`src/rtl/issue_scheduler.sv`:
```
// Dual-issue in-order scheduler: picks 0/1/2 head instructions per cycle, with a per-register load-use scoreboard.
// Latency: freeze/dependency controls are combinational; issue lanes are registered (1 cycle). ex_stall holds lanes and scoreboard.
module issue_scheduler #(
    parameter int LOAD_LATENCY = 3
) (
    input  logic        clk,
    input  logic        n_rst,
    input  logic [31:0] instruction0,
    input  logic [31:0] instruction1,
    input  logic        nothing_filled,
    input  logic        ex_stall,
    output logic        freeze1,
    output logic        freeze2,
    output logic        dependency_on_ins2,
    output logic        issue0_valid,
    output logic [31:0] issue0_instr,
    output logic        issue1_valid,
    output logic [31:0] issue1_instr
);
    localparam logic [6:0] OP_LUI    = 7'b0110111;
    localparam logic [6:0] OP_AUIPC  = 7'b0010111;
    localparam logic [6:0] OP_JAL    = 7'b1101111;
    localparam logic [6:0] OP_JALR   = 7'b1100111;
    localparam logic [6:0] OP_BRANCH = 7'b1100011;
    localparam logic [6:0] OP_LOAD   = 7'b0000011;
    localparam logic [6:0] OP_STORE  = 7'b0100011;
    localparam logic [6:0] OP_OP     = 7'b0110011;

    function automatic logic uses_rs1(input logic [31:0] i);
        return !(i[6:0] == OP_LUI || i[6:0] == OP_AUIPC || i[6:0] == OP_JAL);
    endfunction

    function automatic logic uses_rs2(input logic [31:0] i);
        return i[6:0] == OP_OP || i[6:0] == OP_STORE || i[6:0] == OP_BRANCH;
    endfunction

    // x0 destinations never create hazards, so they count as "not writing".
    function automatic logic writes_rd(input logic [31:0] i);
        return !(i[6:0] == OP_STORE || i[6:0] == OP_BRANCH) && i[11:7] != 5'd0;
    endfunction

    function automatic logic is_mem(input logic [31:0] i);
        return i[6:0] == OP_LOAD || i[6:0] == OP_STORE;
    endfunction

    function automatic logic is_ctrl(input logic [31:0] i);
        return i[6:0] == OP_BRANCH || i[6:0] == OP_JAL || i[6:0] == OP_JALR;
    endfunction

    logic [31:0][1:0] cnt;
    logic             has0, has1, hz0, sb1, raw, waw, pair_block, can0, can1;
    logic [4:0]       rd0;

    always_comb begin
        rd0  = instruction0[11:7];
        has0 = instruction0 != 32'd0;
        has1 = instruction1 != 32'd0;
        hz0  = (uses_rs1(instruction0) && cnt[instruction0[19:15]] != 2'd0) ||
               (uses_rs2(instruction0) && cnt[instruction0[24:20]] != 2'd0);
        sb1  = (uses_rs1(instruction1) && cnt[instruction1[19:15]] != 2'd0) ||
               (uses_rs2(instruction1) && cnt[instruction1[24:20]] != 2'd0);
        raw  = writes_rd(instruction0) &&
               ((uses_rs1(instruction1) && instruction1[19:15] == rd0) ||
                (uses_rs2(instruction1) && instruction1[24:20] == rd0));
        waw  = writes_rd(instruction0) && writes_rd(instruction1) && instruction1[11:7] == rd0;
        pair_block = raw || waw || (is_mem(instruction0) && is_mem(instruction1)) ||
                     is_ctrl(instruction0) || is_ctrl(instruction1);
        // Folding n_rst in here forces the buffer controls to their idle values during reset.
        can0 = n_rst && !nothing_filled && has0 && !ex_stall && !hz0;
        can1 = can0 && has1 && !sb1 && !pair_block;
        freeze1            = !can0;
        dependency_on_ins2 = can0 && has1 && !can1;
        freeze2            = n_rst && has1 && sb1;
    end

    always_ff @(posedge clk or negedge n_rst) begin
        if (!n_rst) begin
            cnt <= '0;
        end else if (!ex_stall) begin
            for (int r = 0; r < 32; r++) begin
                if (cnt[r] != 2'd0) cnt[r] <= cnt[r] - 2'd1;
            end
            // Memory ops never pair, so only slot 0 can carry a load.
            if (can0 && instruction0[6:0] == OP_LOAD && rd0 != 5'd0)
                cnt[rd0] <= 2'(LOAD_LATENCY - 1);
        end
    end

    always_ff @(posedge clk or negedge n_rst) begin
        if (!n_rst) begin
            issue0_valid <= 1'b0;
            issue0_instr <= 32'd0;
            issue1_valid <= 1'b0;
            issue1_instr <= 32'd0;
        end else if (!ex_stall) begin
            issue0_valid <= can0;
            issue0_instr <= can0 ? instruction0 : 32'd0;
            issue1_valid <= can1;
            issue1_instr <= can1 ? instruction1 : 32'd0;
        end
    end
endmodule

```
`config.mk`:
```
export PLATFORM = sky130hd
export DESIGN_NAME = issue_scheduler
export DESIGN_NICKNAME = d
export VERILOG_FILES = /design/src/rtl/issue_scheduler.sv
export SDC_FILE = /design/constraint.sdc
export NUM_CORES = 1
export LEC_CHECK = 0
export CELL_PAD_IN_SITES_DETAIL_PLACEMENT = 0
export CELL_PAD_IN_SITES_GLOBAL_PLACEMENT = 2
export CORE_MARGIN = 2
export CORE_UTILIZATION = 35
export CTS_BUF_LIST = sky130_fd_sc_hd__clkbuf_16
export DETAILED_ROUTE_END_ITERATION = 16
export GPL_TIMING_DRIVEN = 0
export PLACE_DENSITY_LB_ADDON = 0.15
export SLEW_MARGIN = 20
export SYNTH_ARGS = -nofsm -noshare
export SYNTH_HDL_FRONTEND = slang
export SYNTH_SLANG_ARGS = --single-unit
```
`constraint.sdc`:
```
create_clock -name clk -period 4 [get_ports clk]
set_input_delay 0.4 -clock clk [delete_from_list [all_inputs] [get_ports clk]]
set_output_delay 0.4 -clock clk [all_outputs]
set_load 0.005 [all_outputs]
```
==> summary.md, run 1 <==
| Metric | Value |
|---|---|
| Slack of the critical path | between 150 and 200 ps |
| Slew headroom | 0.372 |
| Final Setup Violations | 0 |
| Routability Congestion | ~0.9 |
| Sequential area share after synthesis | 0.459 |
| CTS root buf | clkbuf_16 |
| GR met1 Demand/Resource | 0.343 |
| Max-Cap Viols | 0 |
| Row count | 52 |
| Synth Area in XOR/XNOR | 0.0173 |
| Largest family of logic cells by synthesized area | compound AO/OA/AOI/OAI gates |
| Largest net degree at the start of global routing | 70 |
| Most common cell on crit path | clkdlybuf4s50_1 |
| Fmax | 262 MHz |
| Post-route clock period utilization | 0.953 |
| Final Max Tran Viols | 0 |
| Clock power share | 0.489 |
| Mean post-synth cell area | 9.44 sq um |
| Run status | finished clean |
| GRT Total Usage | 0.249 |
| Clk_lat worst skew | 430 ps |
| Worst EP required | 3600 ps |
| DR WL/cell | 22.1 microns |
| Initial antenna violation count | 0 |
| Final Non-Filler Cells | 1178 |
| Synth cell types | 61 |
| Cell Int Power | about 2.8 mW |
| Critical path endpoint category | primary output |
| Crit path buf inv count | 5 |
| Most frequent cells in the layout | 130 x dfrtp_1, 121 x o21ai_0, 120 x clkdlybuf4s50_1, 96 x nand2_1, 58 x nor2_1 |
| Peak VDD IR | 285 uV |
| Met2 global-route usage | 0.393 |
| Post-synth ARST share | 1.00 |
| Routing usage on met3 | 0.0544 |
| TritonCTS Buffers | 17 |
| Data arrival time of the worst path | approximately 3400 ps |
| Compound-Gate Fraction of Synth Area | 0.211 |
| Leak Pwr | 3.91 nW |
| Die area | between 20000 and 25000 sq um |
| Pwr/cell area | between 300 and 400 nW/um^2 |
| Layout area overhead | 33.3% |
| Slowest CP cell | mux4_1 |
| Placement Cell Area | 8700 sq um |
| Switching pwr | around 940 uW |
| Synth Area in Simple Gates | 0.172 |
| Max H-tree Level | 4 |
| DRT iter0 DRCs | between 400 and 500 |
| GRT overflow | 0 |
| Min cycle time layout | roughly 3800 ps |
| Worst path max stage delay | slightly above 600 ps |
| Ant. Diodes | 0 |
| Final hold violation count | 0 |
| EDFF count, synth | 0 |
| Logic pwr share | 0.136 |
| Post-route cell area | 9440 sq um |
| R2r worst-path depth | 8 |
| Sw frac | 0.253 |
| DRC viols | 0 |
| Worst setup endpoint | dependency_on_ins2 |
| Die Y | 146 microns |
| TritonCTS Sinks | 130 |
| Mux cell area share after synthesis | 0.0903 |
| Starting density of the core | 0.353 |
| Syn Inst Count | between 700 and 800 |
| Worst R2R Start | cnt[22]$_DFFE_PN0N_ |
| TritonCTS clock tree | done |
| Antenna Nets Post-Route | 0 |
| Core area | 20000 sq um |
| Top delay family on crit path | buffers and inverters |
| Adder-Cell Fraction of Synth Area | 0 |
| Dpl ws | -303 ps |
| Worst path cell trace | clkdlybuf4s50_1, inv_2, mux4_1, mux2_2, a22oi_1, nand4_1, and2_1, buf_6, inv_4, nor3b_2, clkdlybuf4s50_1 |
| Hold depth | 2 |
| DR vias | between 6k and 7k |
| Worst slew pin tran | 942 ps |
| Gr busiest metal | met2 |
| CP max FO | 8 |
| Yosys warns | 0 |
| Final wirelength | approximately 26000 microns |
| RR Endpoint | cnt[4]$_DFFE_PN0N_ |
| Commonest non-fill, non-tap cell in the layout | dfrtp_1 |
| # port buffers | 124 |
| Mapped Area | 7080 sq um |
| I/O Pins | 137 |
| Critical Path Start | instruction0[21] |
| Placed Instances | 1146 |
| Routed vias/inst | 5.67 |
| Syn nets | 818 |
| Levels on crit path | 11 |
| Primary FF master, synth | dfrtp_1 |
| First drt pass iteration count | 5 |
| Ratio of cells with drive above 1 in the final layout | 0.0947 |
| Post-DP HPWL | 19300 microns |
| Clk buf depth | 2 |
| Register clock-pin slew on the reported worst setup and hold paths | 60 ps |
| Crit path kind | in2out |
| Worst Hold Class | in2reg |
| First-pass GRT wire length | 40300 microns |
| Sequential share of power | 0.375 |
| Final nets | 963 |
| Setup crit start kind | input pin |
| Die W | between 100 and 150 microns |
| FF+latch count, synth | 130 |
| Reg2Reg Setup Slack | 950 ps |
| Number of global-route vias before repair | 6575 |
| Clock Skew | 8.88 ps |
-- cells in the mapped netlist (3+ instances only) --
library cell	n	area, sq um
nand4_1	7	43.8
buf_6	4	45.0
xor2_1	3	26.3
nand3b_1	4	30.0
nor4_1	16	100
nand2_1	96	360
nor3_1	19	95.1
a22o_1	31	272
a21oi_1	31	155
nor2_1	58	218
a211oi_1	3	22.5
nand3_1	7	35.0
clkbuf_2	3	15.0
buf_2	5	25.0
nor2b_1	17	106
a2111oi_0	6	52.6
o21ai_0	121	606
inv_1	27	101
mux4_2	22	495
mux2_2	4	45.0
and3_1	6	37.5
xnor2_1	11	96.3
and2_1	5	31.3
a31oi_1	4	25.0
clkbuf_1	39	146
mux4_1	3	78.8
nor3b_1	9	67.6
o2111ai_1	4	35.0
dfrtp_1	130	3250
nand2b_1	4	25.0
a21o_1	6	45.0
a221oi_1	11	96.3
-- layout make-up --
| cell class | count | area (sq um) |
|---|---|---|
| multi-input combinational | 538 | 3510 |
| timing repair buffer | 127 | 1300 |
| clock buffer | 17 | 425 |
| clock inverter | 15 | 254 |
| tap | 270 | 338 |
| sequential | 130 | 3250 |
| inverter | 29 | 111 |
| fill | 1954 | 10600 |
| buffer | 52 | 243 |
-- per-layer routing --
| metal | part of all wire | up-vias |
|---|---|---|
| met5 | 0 | - |
| met4 | 0.025 | 0 |
| met3 | 0.061 | 38 |
| met2 | 0.47 | 254 |
| met1 | 0.45 | 3353 |
| li1 | - | 3033 |
-- cells by family after synthesis --
group | Yosys count
xor gates and xnor gates | 14
buffers and inverters | 82
AOI/OAI and AO/OA | 237
DFF | 130
and+or+nand+nor | 256
muxes | 31
-- state kept, by name, indices dropped and copies added, names as in the netlist --
| name | cells |
|---|---|
| issue1_valid | 1 |
| issue0_valid | 1 |
| issue1_instr | 32 |
| cnt | 64 |
| issue0_instr | 32 |
-- worst min-delay path by stage --
stage                                  start                            to
CTS                         instruction0[18]  issue0_instr[18]$_DFFE_PN0N_
global placement    issue0_valid$_DFFE_PN0N_      issue0_valid$_DFFE_PN0N_
global route                instruction0[18]  issue0_instr[18]$_DFFE_PN0N_
finish                      instruction0[18]  issue0_instr[18]$_DFFE_PN0N_
detailed placement                     n_rst  issue0_instr[28]$_DFFE_PN0N_
floorplan                              n_rst            cnt[0]$_DFFE_PN0N_
-- what timing repair did --
action	in CTS	in global routing
hold buffers	1	0
buffers inserted	0	0
hold endpoints to repair	61	0
gates resized for setup	9	5
setup endpoints to repair	2	2
-- power groups by stage --
stage / Clock (mW) / Sequential, mW / Combinational, mW
6_report: 1.81 / 1.39 / 0.503
5_1_grt: 1.91 / 1.39 / 0.545
4_1_cts: 1.83 / 1.39 / 0.502
3_5_place_dp: 0 / 1.41 / 0.496
3_3_place_gp: 0 / 1.41 / 0.487
2_1_floorplan: 0 / 1.41 / 0.225
-- through the flow --
stage / TNS, ps / power, mW / utilization / hold slack [ps]
detailed placement: -362 / 1.91 / 0.434 / 367
global placement: -862590 / 1.90 / 0.432 / 467
global route: -1.82 / 3.85 / 0.471 / 438
floorplan: 0 / 1.63 / - / 104
finish: 0 / 3.70 / 0.471 / 398
CTS: 0 / 3.72 / 0.470 / 392
Note: power is estimated with default switching activity, not from simulation.
==> inputs of run 2 (changes only) <==
--- a/config.mk
+++ b/config.mk
@@ -12,7 +12,9 @@
 export CTS_BUF_LIST = sky130_fd_sc_hd__clkbuf_16
 export DETAILED_ROUTE_END_ITERATION = 16
 export GPL_TIMING_DRIVEN = 0
+export MAX_ROUTING_LAYER = met4
 export PLACE_DENSITY_LB_ADDON = 0.15
+export RECOVER_POWER = 50
 export SLEW_MARGIN = 20
 export SYNTH_ARGS = -nofsm -noshare
 export SYNTH_HDL_FRONTEND = slang
==> run 2 against run 1 <==
Against the previous run:
- the flow now finishes with violations (capacitance limit, slew limit)
- worst setup slack improved by 4.5 ps
- count of clock-buffer cells in the layout stayed put
- flip-flop and latch count stayed put
- die area did not move
- sequential power barely moved
- core utilization fell by 0.51 points
- register-to-register slack better by 30 ps
- non-clock buffer count rose by 5
- global-route usage increased by 0.57 points
- combinational power about the same
- wire length shrank 0.31%
- largest power group unchanged
==> summary.md, run 2 (synthesis results as in run 1) <==
| Metric | Value |
|---|---|
| RSZ-0062 raised after global routing | no |
| DR WL/cell | 21.9 microns (-0.73%) |
| CP max FO | 8 (unchanged) |
| Final Core Density | 0.466 (-0.00506) |
| Most frequent cells in the layout | 130 x dfrtp_1, 121 x o21ai_0, 96 x nand2_1, 88 x clkdlybuf4s50_1, 58 x nor2_1 |
| CTS root buf | clkbuf_16 |
| Routed vias/inst | 5.59 (-1.4%) |
| Placed Instances | 1146 (unchanged) |
| DRC viols | 0 (unchanged) |
| Die W | 146 microns (unchanged) |
| Worst path max stage delay | 630 ps (+20 ps) |
| Clk_lat worst skew | 420 ps (about the same) |
| Number of global-route vias before repair | 6642 (+1.0%) |
| Initial antenna violation count | 0 (unchanged) |
| Worst slew pin tran | 1800 ps (+855 ps) |
| Leak Pwr | 3.97 nW (+1.6%) |
| Slew headroom | -0.198 (-0.570) |
| Layout area overhead | 31.8% |
| Clock Skew | 6.17 ps (-2.70 ps) |
| Ant. Diodes | 0 (unchanged) |
| Final hold violation count | 0 (unchanged) |
| Slowest CP cell | mux4_1 |
| WHS | 388 ps (-10.5 ps) |
| Final wirelength | 25900 microns (-0.31%) |
| Die Y | 146 microns (unchanged) |
| Sequential share of power | 0.412 (+0.037) |
| Area of the multi-input gates | 3520 sq um (+0.21%) |
| Fmax | 263 MHz (+0.12%) |
| Top flop regs | cnt (64), issue0_instr (32), issue1_instr (32) |
| Failing checks | capacitance limit, slew limit |
| Post-DP HPWL | 19300 microns (unchanged) |
| Post-route clock period utilization | 0.952 (-0.00112) |
| Clock power share | 0.439 (-0.050) |
| TritonCTS Buffers | 17 (unchanged) |
| Core area | 20000 sq um (unchanged) |
| Worst EP required | 3600 ps (about the same) |
| Die area | 21400 sq um (unchanged) |
| Cell Int Power | 2.48 mW (-10%) |
| # port buffers | 124 (unchanged) |
| Clk buf depth | 2 (unchanged) |
| Ratio of cells with drive above 1 in the final layout | 0.0920 (-0.00271) |
| Max reg flops | 64 (unchanged) |
| TritonCTS clock tree | done |
| First-pass GRT wire length | 40100 microns (-0.33%) |
| Worst path cell trace | clkdlybuf4s50_1, inv_4, mux4_1, mux2_2, a22oi_1, nand4_1, and2_1, buf_6, inv_4, nor3b_1, clkdlybuf4s50_1 |
| Overall Power | 3.37 mW (-9.1%) |
| Final Max Tran Viols | 70 (+70) |
| TritonCTS Sinks | 130 (unchanged) |
| Switching pwr | 884 uW (-5.8%) |
| Biggest register | cnt |
| Peak VDD IR | 283 uV (-0.72%) |
| Dpl ws | -246 ps (+57.1 ps) |
| Register clock-pin slew on the reported worst setup and hold paths | 60 ps (about the same) |
| Critical path endpoint category | primary output |
| GRT overflow | 0 (unchanged) |
| Worst Hold Class | in2reg |
| DR vias | 6613 (-0.97%) |
| Final Setup Violations | 0 (unchanged) |
| Row count | 52 (unchanged) |
| Slack of the critical path | 191 ps (+4.48 ps) |
| Fill cells | 2010 (+2.9%) |
| Sequential Area | 3250 sq um (unchanged) |
| Commonest non-fill, non-tap cell in the layout | dfrtp_1 |
| Antenna Nets Post-Route | 0 (unchanged) |
| Data arrival time of the worst path | 3410 ps (about the same) |
| Run status | complete, but fails checks |
| First drt pass iteration count | 5 (unchanged) |
| Setup crit start kind | input pin |
| Min cycle time layout | 3810 ps (-4.48 ps) |
| Crit path kind | in2out |
| Logic pwr share | 0.149 (+0.013) |
| DRT iter0 DRCs | 484 (+17%) |
| Pwr/cell area | 361 nW/um^2 (-8.1%) |
| Sw frac | 0.263 (+0.00926) |
| I/O Pins | 137 (unchanged) |
| GRT Total Usage | 0.255 (+0.00565) |
| Starting density of the core | 0.353 (unchanged) |
| Max-Cap Viols | 1 (+1) |
| Routability Congestion | 0.896 (+1.4%) |
| Final Non-Filler Cells | 1183 (+0.42%) |
| Final nets | 968 (+0.52%) |
| Max H-tree Level | 4 (unchanged) |
| Largest net degree at the start of global routing | 70 (unchanged) |
## run 2: changes by cell type in the layout (fill, tap and decap cells not counted), sizes merged
cell and change:
bufinv -4, dlygate4sd2 -1, clkbuf +2, buf +3
clkinv +5, dlygate4sd3 +33, inv -2, clkdlybuf4s50 -32
clkinvlp +1
## run 2: routing by layer
layer	global-route usage	part of all wire	up-vias
li1	-	-	3045
met1	0.338	0.45	3301
met2	0.398	0.47	234
met3	0.0500	0.060	33
met4	0.0791	0.020	0
met5	-	0	-
## run 2: path summary, 6_finish.rpt
kind / startpoint / endpoint / slack (ps) / cells past startpoint
worst max-delay path: instruction0[21] / dependency_on_ins2 / 190 / 11
worst min-delay path: instruction0[18] / issue0_instr[18]$_DFFE_PN0N_ / 390 / 2
worst max register to register: cnt[22]$_DFFE_PN0N_ / cnt[4]$_DFFE_PN0N_ / 980 / 8
worst min register to register: issue1_instr[28]$_DFFE_PN0N_ / issue1_instr[28]$_DFFE_PN0N_ / 480 / 2
max in group asynchronous: n_rst / cnt[59]$_DFFE_PN0N_ / 1480 / 3
min in group asynchronous: n_rst / issue0_instr[28]$_DFFE_PN0N_ / 470 / 2
## run 2: critical path: cells and delay by family
| kind | cells | cell delay, ps |
|---|---|---|
| AOI/OAI and AO/OA | 1 | 180 |
| and+or+nand+nor | 3 | 410 |
| muxes | 2 | 920 |
| buffers and inverters | 5 | 1490 |
## run 2: cell type report
type,instances,area share
Buffer,53,0.0269
Timing Repair Buffer,131,0.140
Sequential cell,130,0.348
Clock buffer,17,0.0456
Clock inverter,15,0.0134
Inverter,29,0.0122
Multi-Input combinational cell,538,0.377
Tap cell,270,0.0362
## run 2: power by group through the flow
stage | Clock (mW) | Sequential, mW | Combinational (mW)
after floorplan | 0 | 1.41 | 0.225
after global placement | 0 | 1.41 | 0.488
after detailed placement | 0 | 1.41 | 0.496
after CTS | 1.50 | 1.39 | 0.502
after global routing | 1.56 | 1.39 | 0.543
final | 1.48 | 1.39 | 0.501
## run 2: metrics by stage
stage               area [sq um]  setup TNS, ps
floorplan                   7080              0
global placement            8660        -864480
detailed placement          8700           -361
CTS                         9280              0
global route                9340              0
finish                      9340              0
## run 2: timing repair
item                                   CTS  global route
pin swaps                                0             2
gates resized for setup                  6            13
buffers inserted                         0             4
hold buffers                             1             0
setup endpoints to repair                2             3
endpoints found under the hold margin   61             0
